==> src/rtl/axi_b_resp_pkg.sv <==
// Bridge-wide constants and types for the AXI write-response stage.
// Shared by the outstanding-write tracker and its B-channel wrapper.
package axi_b_resp_pkg;

  localparam int ADDR_W  = 32;
  localparam int WORD_W  = 30;
  localparam int ID_W    = 4;
  localparam int RESP_W  = 2;
  localparam int B_DEPTH = 4;
  localparam int B_PTR_W = 2;

  localparam logic [ID_W-1:0]   AXI_WR_ID  = 4'b0001;
  localparam logic [RESP_W-1:0] BRESP_OKAY = 2'b00;

  typedef logic [WORD_W-1:0] word_addr_t;

  typedef struct packed {
    logic       valid;
    word_addr_t word;
  } wr_entry_t;

  // Hazard checks work on 32-bit words, so the byte offset is dropped.
  function automatic word_addr_t word_of(input logic [ADDR_W-1:0] addr);
    return addr[ADDR_W-1:2];
  endfunction

  function automatic logic resp_bad(input logic [ID_W-1:0] id, input logic [RESP_W-1:0] resp);
    return (resp != BRESP_OKAY) || (id != AXI_WR_ID);
  endfunction

endpackage

==> src/rtl/axi_b_resp_if.sv <==
// AXI write-response (B) channel bundle between the bridge and the interconnect.
// The bridge is the AXI master, so it receives bid/bresp/bvalid and drives bready.
interface axi_b_resp_if;
  import axi_b_resp_pkg::*;

  logic [ID_W-1:0]   bid;
  logic [RESP_W-1:0] bresp;
  logic              bvalid;
  logic              bready;

  modport master (input bid, input bresp, input bvalid, output bready);
  modport slave  (output bid, output bresp, output bvalid, input bready);

endinterface

==> src/rtl/axi_b_resp_wr_addr_fifo.sv <==
// Circular tracker of outstanding write word-addresses with a parallel
// address compare used for read-after-write hazard detection.
module axi_b_resp_wr_addr_fifo
  import axi_b_resp_pkg::*;
#(
  parameter int DEPTH = B_DEPTH,
  parameter int PTR_W = B_PTR_W
) (
  input  logic       clk,
  input  logic       resetn,
  input  logic       push,
  input  word_addr_t push_word,
  input  logic       pop,
  input  word_addr_t cmp_word,
  output logic       full,
  output logic       nonempty,
  output logic       hit
);

  localparam logic [PTR_W-1:0] PTR_ONE  = {{(PTR_W-1){1'b0}}, 1'b1};
  localparam logic [PTR_W:0]   CNT_ONE  = {{PTR_W{1'b0}}, 1'b1};
  localparam logic [PTR_W:0]   CNT_FULL = (PTR_W+1)'(DEPTH);

  wr_entry_t        entries_r [DEPTH];
  logic [PTR_W-1:0] wr_ptr_r;
  logic [PTR_W-1:0] rd_ptr_r;
  logic [PTR_W:0]   count_r;
  logic             hit_s;

  // Pointer, count and entry update; the pop is applied before the push so a
  // full-state push+pop on the same slot leaves the new entry valid.
  always_ff @(posedge clk) begin
    if (!resetn) begin
      wr_ptr_r <= {PTR_W{1'b0}};
      rd_ptr_r <= {PTR_W{1'b0}};
      count_r  <= {(PTR_W+1){1'b0}};
      for (int i = 0; i < DEPTH; i++) begin
        entries_r[i] <= '0;
      end
    end else begin
      if (pop) begin
        entries_r[rd_ptr_r].valid <= 1'b0;
        rd_ptr_r <= rd_ptr_r + PTR_ONE;
      end
      if (push) begin
        entries_r[wr_ptr_r] <= '{valid: 1'b1, word: push_word};
        wr_ptr_r <= wr_ptr_r + PTR_ONE;
      end
      case ({push, pop})
        2'b10:   count_r <= count_r + CNT_ONE;
        2'b01:   count_r <= count_r - CNT_ONE;
        default: count_r <= count_r;
      endcase
    end
  end

  // Compare the read word against every live entry in parallel.
  always_comb begin
    hit_s = 1'b0;
    for (int i = 0; i < DEPTH; i++) begin
      if (entries_r[i].valid && (entries_r[i].word == cmp_word)) begin
        hit_s = 1'b1;
      end else begin
        hit_s = hit_s;
      end
    end
  end

  assign full     = (count_r == CNT_FULL);
  assign nonempty = (count_r != {(PTR_W+1){1'b0}});
  assign hit      = hit_s;

endmodule

==> src/rtl/axi_b_resp.sv <==
// Write-response stage: tracks issued writes, consumes the AXI B channel,
// pulses data_ok per completed write and flags response and overflow errors.
module axi_b_resp
  import axi_b_resp_pkg::*;
#(
  parameter int DEPTH = B_DEPTH,
  parameter int PTR_W = B_PTR_W
) (
  input  logic              clk,
  input  logic              resetn,
  input  logic              wr_issue,
  input  logic [ADDR_W-1:0] wr_issue_addr,
  output logic              wr_full,
  output logic              wr_pending,
  axi_b_resp_if.master      b,
  output logic              data_ok,
  input  logic [ADDR_W-1:0] raw_addr,
  output logic              raw_hit,
  output logic              bresp_err,
  output logic              ovf_err
);

  logic push_s;
  logic pop_s;
  logic ovf_s;
  logic full_s;
  logic nonempty_s;
  logic entry_hit_s;
  logic bresp_err_r;
  logic ovf_err_r;

  // A pop frees a slot in the same cycle, so a push while full is still
  // accepted when it coincides with a B handshake.
  assign pop_s  = b.bvalid && nonempty_s;
  assign push_s = wr_issue && (!full_s || pop_s);
  assign ovf_s  = wr_issue && full_s && !pop_s;

  axi_b_resp_wr_addr_fifo #(
    .DEPTH (DEPTH),
    .PTR_W (PTR_W)
  ) u_wr_addr_fifo (
    .clk       (clk),
    .resetn    (resetn),
    .push      (push_s),
    .push_word (word_of(wr_issue_addr)),
    .pop       (pop_s),
    .cmp_word  (word_of(raw_addr)),
    .full      (full_s),
    .nonempty  (nonempty_s),
    .hit       (entry_hit_s)
  );

  // Sticky error flags, cleared only by reset.
  always_ff @(posedge clk) begin
    if (!resetn) begin
      bresp_err_r <= 1'b0;
      ovf_err_r   <= 1'b0;
    end else begin
      if (pop_s && resp_bad(b.bid, b.bresp)) begin
        bresp_err_r <= 1'b1;
      end
      if (ovf_s) begin
        ovf_err_r <= 1'b1;
      end
    end
  end

  assign b.bready   = nonempty_s;
  assign data_ok    = pop_s;
  assign wr_full    = full_s;
  assign wr_pending = nonempty_s;
  assign raw_hit    = entry_hit_s || (wr_issue && (word_of(wr_issue_addr) == word_of(raw_addr)));
  assign bresp_err  = bresp_err_r;
  assign ovf_err    = ovf_err_r;

endmodule

==> src/flat_wrapper.sv <==
// flat-port wrapper written by rule: the top's interface ports become plain ports
module axi_b_resp_flat import axi_b_resp_pkg::*;
#(
  parameter int DEPTH = B_DEPTH,
  parameter int PTR_W = B_PTR_W
)
  (clk, resetn, wr_issue, wr_issue_addr, wr_full, wr_pending, data_ok, raw_addr, raw_hit, bresp_err, ovf_err, b_bid, b_bresp, b_bvalid, b_bready);
  axi_b_resp_if b_i ();
  input  logic clk;
  input  logic resetn;
  input  logic wr_issue;
  input  logic [ADDR_W-1:0] wr_issue_addr;
  output logic wr_full;
  output logic wr_pending;
  output logic data_ok;
  input  logic [ADDR_W-1:0] raw_addr;
  output logic raw_hit;
  output logic bresp_err;
  output logic ovf_err;
  input wire logic [$bits(b_i.bid)-1:0] b_bid;
  input wire logic [$bits(b_i.bresp)-1:0] b_bresp;
  input wire logic [$bits(b_i.bvalid)-1:0] b_bvalid;
  output wire logic [$bits(b_i.bready)-1:0] b_bready;
  assign b_i.bid = b_bid;
  assign b_i.bresp = b_bresp;
  assign b_i.bvalid = b_bvalid;
  assign b_bready = b_i.bready;
  axi_b_resp #(.DEPTH(DEPTH), .PTR_W(PTR_W)) u_core (.clk(clk), .resetn(resetn), .wr_issue(wr_issue), .wr_issue_addr(wr_issue_addr), .wr_full(wr_full), .wr_pending(wr_pending), .b(b_i), .data_ok(data_ok), .raw_addr(raw_addr), .raw_hit(raw_hit), .bresp_err(bresp_err), .ovf_err(ovf_err));
endmodule
==> config.mk <==
export PLATFORM = sky130hd
export DESIGN_NAME = axi_b_resp_flat
export DESIGN_NICKNAME = d
export VERILOG_FILES = /design/src/rtl/axi_b_resp_pkg.sv /design/src/rtl/axi_b_resp_if.sv /design/src/rtl/axi_b_resp_wr_addr_fifo.sv /design/src/rtl/axi_b_resp.sv /design/src/flat_wrapper.sv
export SDC_FILE = /design/constraint.sdc
export NUM_CORES = 1
export LEC_CHECK = 0
export ABC_CLOCK_PERIOD_IN_PS = 3270
export CAP_MARGIN = 15
export CORE_ASPECT_RATIO = 2
export CORE_MARGIN = 2
export CORE_UTILIZATION = 56
export DETAILED_ROUTE_END_ITERATION = 10
export GPL_TIMING_DRIVEN = 0
export PLACE_DENSITY_LB_ADDON = 0.12
export SLEW_MARGIN = 20
export SYNTH_ARGS = -nofsm -noshare
export SYNTH_HDL_FRONTEND = slang
export SYNTH_HIERARCHICAL = 1
export SYNTH_SLANG_ARGS = --single-unit
==> constraint.sdc <==
create_clock -name clk -period 3.27 [get_ports clk]
set_input_delay 0.327 -clock clk [delete_from_list [all_inputs] [get_ports clk]]
set_output_delay 0.327 -clock clk [all_outputs]
set_load 0.03 [all_outputs]
Word-level counts from Yosys, hierarchy flattened:

Memory sizes are Yosys's and may differ from the RTL's.
Index checks and enable logic that the tools add are counted.

* reduce and logical (&&, ||, !) cells: 20
* multiplexer cells: 18
* equality and inequality tests: 9
* $add $sub $neg: 4

Operators with widths (number)
* $eq A30 B30 Y1: 5
* $mux W31: 2
* $reduce_or A31 Y1: 2
* $mux W1: 12
* $logic_and A1 B1 Y1: 10
* $mux W2: 3
* $pmux W3 S2: 1
* $add A2 B1 Y2 const B: 2
* $ne A4 B1 Y1 const B: 1
* $reduce_bool A2 Y1: 2
* $add A3 B1 Y3 const B: 1
* $eq A3 B3 Y1 const B: 1
* $logic_or A1 B1 Y1: 3
* $reduce_bool A3 Y1: 1
* $sub A3 B1 Y3 const B: 1
* $eq A2 B1 Y1 const B: 1
* $eq A2 B2 Y1 const B: 1
* $logic_not A1 Y1: 2

* register bits after elaboration: 9
* RAM bits: 124
* memories: 1
* output and inout bits: 7

Memories
* u_core.u_wr_addr_fifo.entries_r: words 4, bits a word 31, read ports 4, clocked after Yosys merged registers in 0, wr ports 4, RTL line axi_b_resp_wr_addr_fifo.sv:24 `wr_entry_t entries_r [DEPTH];`

Depth between registers and ports, before layout:

* depth in word-level cells: 9
* depth in mapped cells: 11
* gate-level depth less buffers: 10

Cells and area by module:

Netlist, hierarchy kept.

By module, submodules not included
* axi_b_resp_wr_addr_fifo: cells each 487, area an instance 6376.1 um^2, instances 1, sequential area each 3823.7 um^2
* axi_b_resp: cells each 53, area an instance 430.4 um^2, instances 1, sequential area each 40.0 um^2

Worst setup path before layout:

No wires, ideal clock.

* path kind: reg2reg
* start: register u_core.u_wr_addr_fifo.count_r[0]
* end: memory u_core/u_wr_addr_fifo/entries_r[2][0] (netlist bit) (enable)
* cell stages (with the launch flop): 7
* data arrival time: 2.151 ns
* period minus slack after synthesis: 2.543 ns
* buffers on the path: 1
* setup time: 0.392 ns
* data required time: 2.878 ns
* path slack: 0.727 ns
* cell sequence: dfxtp_1 > or3_1 > nand2_1 > a21boi_0 > buf_2 > and3_1 > nand2b_1

RTL lines
* start: declaration: RTL line axi_b_resp_wr_addr_fifo.sv:27 `logic [PTR_W:0] count_r;`
* start signal: assignment: RTL line axi_b_resp_wr_addr_fifo.sv:36 `count_r <= {(PTR_W+1){1'b0}};`
* start signal: assignment: RTL line axi_b_resp_wr_addr_fifo.sv:50 `2'b10: count_r <= count_r + CNT_ONE;`
* start signal: assignment: RTL line axi_b_resp_wr_addr_fifo.sv:51 `2'b01: count_r <= count_r - CNT_ONE;`
* end: declaration: RTL line axi_b_resp_wr_addr_fifo.sv:24

Worst setup path in the final report:

* start: input raw_addr[12]
* end: output raw_hit

* cells in the longest elaborated chain, start to end: 7
* elaborated cells on any way between the ends: 15
* classes of those cells: eq/ne: 5; mux: 4; reduce/logical: 6

Ends and longest elaborated chain
* start: declaration: RTL line flat_wrapper.sv:16 `input logic [ADDR_W-1:0] raw_addr;`
* $eq A30 B30 Y1: RTL line axi_b_resp_wr_addr_fifo.sv:61 `if (entries_r[i].valid && (entries_r[i].word == cmp_word)) begin`
* $logic_and A1 B1 Y1: RTL line axi_b_resp_wr_addr_fifo.sv:61
* $mux W1 (3 in series): RTL line axi_b_resp_wr_addr_fifo.sv:61
* $mux W1 *: RTL line axi_b_resp_wr_addr_fifo.sv:61
* via u_core.entry_hit_s: RTL line axi_b_resp.sv:28 `logic entry_hit_s;`
* $logic_or A1 B1 Y1 *: RTL line axi_b_resp.sv:72 `assign raw_hit = entry_hit_s || (wr_issue && (word_of(wr_issue_addr) == word_of(raw_addr)));`
* end: declaration: RTL line flat_wrapper.sv:17 `output logic raw_hit;`

The timed path passes the listed nets; every way through them passes the cells marked *.

==> summary.md <==
| Metric | Value |
|---|---|
| Outcome | finished, final reports clean |
| Largest family of logic cells by synthesized area | XOR/XNOR gates |
| Critical Path RT | ~2.9 ns |
| Total power | about 5 mW |
| Comb pwr share | 18.9% |
| # IOs | 81 |
| Post-route ant nets | 0 |
| Synth top area cells | edfxtp_1 (53%), xnor2_1 (13%), and2_1 (11%) |
| Clk sinks | 133 |
| Clk_lat worst skew | between 0.4 and 0.5 ns |
| CP peak stage delay | roughly 0.56 ns |
| FF+latch count, synth | 133 |
| 1st-iter DRT viols | ~280 |
| Top-area cell type share of the netlist area | 52.9% |
| Row count | between 50 and 60 |
| Net Sw Frac | a little over a quarter |
| Port Buf Inserts | 76 |
| Fill cell count | 839 |
| Count of final max-slew check failures | 0 |
| Largest net degree at the start of global routing | 29 |
| Ordered list of cells on the worst path | clkdlybuf4s50_1 -> xnor2_1 -> nand4_1 -> nor4_4 -> nand4_1 -> nand4_1 -> a41o_1 -> dlymetal6s2s_1 |
| DR DRC count | 0 |
| Via count | 4429 |
| Net count after synthesis | between 600 and 700 |
| FF-to-FF setup slack | 0.73 ns |
| Worst Path Max Fanout | 5 |
| DRT Pass-1 Iters | 4 |
| CP endpoint | raw_hit |
| Synth warn | 6 |
| Post-Synth Simple-Gate Area | 18.1% |
| Gr usage total | a little under 30% |
| Seq. cell area | 0.00386 mm² |
| Setup TNS | 0 ns |
| Clock tree buffer depth | 2 |
| RSZ-0062 raised after global routing | false |
| Setup WS post-layout | approximately 0.37 ns |
| Switch Pwr | 1.37 mW |
| Setup WS pre-CTS | -0.110 ns |
| Initial Util | 56.8% |
| Crit start category | input pin |
| Vias per cell | 5.54 |
| Core box area | around 0.012 mm² |
| Post-Synth XOR/XNOR Area | 20.1% |
| Slowest cell on crit path | clkdlybuf4s50_1 |
| Worst slew pin tran | 0.729 ns |
| Register area share after synthesis | 56.8% |
| TritonCTS Buffers | 17 |
| Hold_buf cts | 0 |
| CTS tree | built |
| Die area | 0.0131 mm² |
| # Post-CTS Setup Buffers | 0 |
| Clock Pin Slew Worst Setup and Hold Paths | 0.06 ns |
| Clock root buffer | clkbuf_16 |
| Period utilization | 88.7% |
| Hold crit path type | flop to flop |
| WL per Instance | approximately 22 µm |
| Power per cell area | between 600 and 700 mW/mm² |
| Gpl congestion | 0.878 |
| Htree depth | 4 |
| Crit path DAT | 2.57 ns |
| Slew margin rel. | roughly half |
| Syn Std Cell Area | 0.00681 mm² |
| Area grow syn2layout | 25.3% |
| Compound-cell area share of the yosys netlist | 1.25% |
| Post-synthesis mux area share | less than 1% |
| Critical Path Source | raw_addr[12] |
| Leakage power total | 3.14 nW |
| Final setup vio count | 0 |
| Synth Area in Adders | around 1.2% |
| Worst r2r path cells | 11 |
| Die H | approximately 160 µm |
| Footprint of the multi-input gates | 0.00282 mm² |
| Power Internal | 3.76 mW |
| First-pass GRT wire length | 26500 µm |
| Diode count | 0 |
| Cell area after layout | 0.00853 mm² |
| Crit end category | output port |
| Sequential fraction of design power | 41.6% |
| Most frequent CP cell | nand4_1 |
| R2R Path End | u_core/u_wr_addr_fifo/count_r[2] |
| Cell variety after synth | 33 |
| Yosys top cell by area | edfxtp_1 |
| Clk_skew | 0.0102 ns |
| Layout Nets | 719 |
| Worst r2r src | u_core/u_wr_addr_fifo/count_r[2] |
| Maximum VDD drop | 529 µV |
| Initial antenna violation count | 0 |
| Final hold vios | 0 |
| Dpl cell area | 0.00786 mm² |
| Grt total ovfl | 0 |
| Part of the power in the clock network | around 39% |
| Cell count after synthesis | between 500 and 600 |
| Final hold slack | between 0.4 and 0.5 ns |
| DIE WIDTH | 82.0 µm |
| Share of layout cells above drive strength 1 | 8.90% |
| HPWL after DPL | about 13000 µm |
| Drt total wl | 17700 µm |
| Tmin final | around 2.9 ns |
| CP Class | input pin to output port |
| Fmax | 345 MHz |
| Max-cap violations | 0 |
| Vias in the first global route | around 4600 |
| Synth Area per Inst | 12.6 µm² |
per-layer routing:
layer  up-vias  share of wire [%]  GRT usage [%]
li1       2066                  -              -
met1      2171                 36           35.0
met4         0                3.8           11.4
met5         -                  0              0
met3        36                5.0           5.14
met2       156                 55           50.8
critical path, delay by kind of cell:
kind                   cells  cell delay (ns)
XOR/XNOR                   1             0.38
AO/OA/AOI/OAI              1             0.11
AND/OR/NAND/NOR            4             0.91
buffers and inverters      2             0.85
synth_stat cells:
cell and number:
nor2b_1 2, buf_4 1, or3_1 2, nand3_1 4, xnor2_2 1, mux2i_1 1
o211ai_1 1, dfxtp_1 13, nand4_1 30, nand3b_1 1, nand2_1 7, a41o_1 1
a31o_2 2, inv_1 8, a21boi_0 2, o21ai_0 3, o21a_1 1, ha_1 5
nor3b_1 1, and3_1 5, clkbuf_2 1, clkbuf_1 14, nand2b_1 2, edfxtp_1 120
xor2_1 55, xnor2_1 99, a31oi_1 2, buf_6 5, buf_2 4, and2_1 125
fa_1 1, nor2_1 1, nor4_1 20
metrics by stage:
stage          util [%]  std cells
6_report           71.2        799
5_1_grt            71.2        799
4_1_cts            71.0        799
3_5_place_dp       65.6        767
3_3_place_gp       64.7        763
2_1_floorplan         -        540
power by group through the flow:
stage,clock (mW),sequential [mW],combinational [mW]
floorplan,0,2.16,0.539
global placement,0,2.16,0.917
detailed placement,0,2.17,0.962
CTS,2.04,2.13,0.973
global route,2.11,2.15,1.04
finish,2.02,2.13,0.971
cells by family after synthesis:
kind of cell               count (synthesis)
DFF                                      133
adders and majority gates                  6
AOI/OAI and AO/OA                         12
muxes                                      1
and+or+nand+nor                          200
xor gates and xnor gates                 155
buffers and inverters                     33
final cells by class:
cell class | instances | share of cell area [%]
sequential | 133 | 45.3
inverter | 8 | 0.352
buffer | 25 | 1.66
clock inverter | 14 | 2.36
multi-input combinational | 374 | 33.1
clock buffer | 18 | 5.03
tap | 147 | 2.16
timing repair buffer | 80 | 10.1
worst min-delay path by stage:
| stage | slack [ns] | depth (start not counted) | from | end |
|---|---|---|---|---|
| 6_report | 0.48 | 1 | u_core/bresp_err | u_core/bresp_err |
| 5_1_grt | 0.52 | 1 | u_core/bresp_err | u_core/bresp_err |
| 4_1_cts | 0.48 | 1 | u_core/bresp_err | u_core/bresp_err |
| 3_5_place_dp | 0.46 | 1 | u_core/bresp_err | u_core/bresp_err |
| 3_3_place_gp | 0.46 | 1 | u_core/bresp_err | u_core/bresp_err |
| 2_1_floorplan | 0.44 | 1 | resetn | u_core/bresp_err |
registers in the layout, indices dropped and copies added, names as in the netlist:
signal and cells:
u_core/bresp_err 1, u_core/ovf_err 1, u_core/u_wr_addr_fifo/count_r 3, u_core/u_wr_addr_fifo/entries_r 124
u_core/u_wr_addr_fifo/rd_ptr_r 2, u_core/u_wr_addr_fifo/wr_ptr_r 2
repair_timing:
item	in CTS	in global routing
gates resized for setup	3	4
gates cloned	0	0
setup endpoints to repair	1	1
pin swaps	0	0
placed cells by master (no fill, tap or decap), drive strengths merged, types with 10 or more instances in the layout:
cell type / n
inv: 10
xnor2: 100
nor4: 20
dfxtp: 13
edfxtp: 120
xor2: 55
nand4: 30
clkbuf: 33
buf: 14
clkdlybuf4s50: 75
and2: 125
Note: power is estimated with default switching activity, not from simulation.
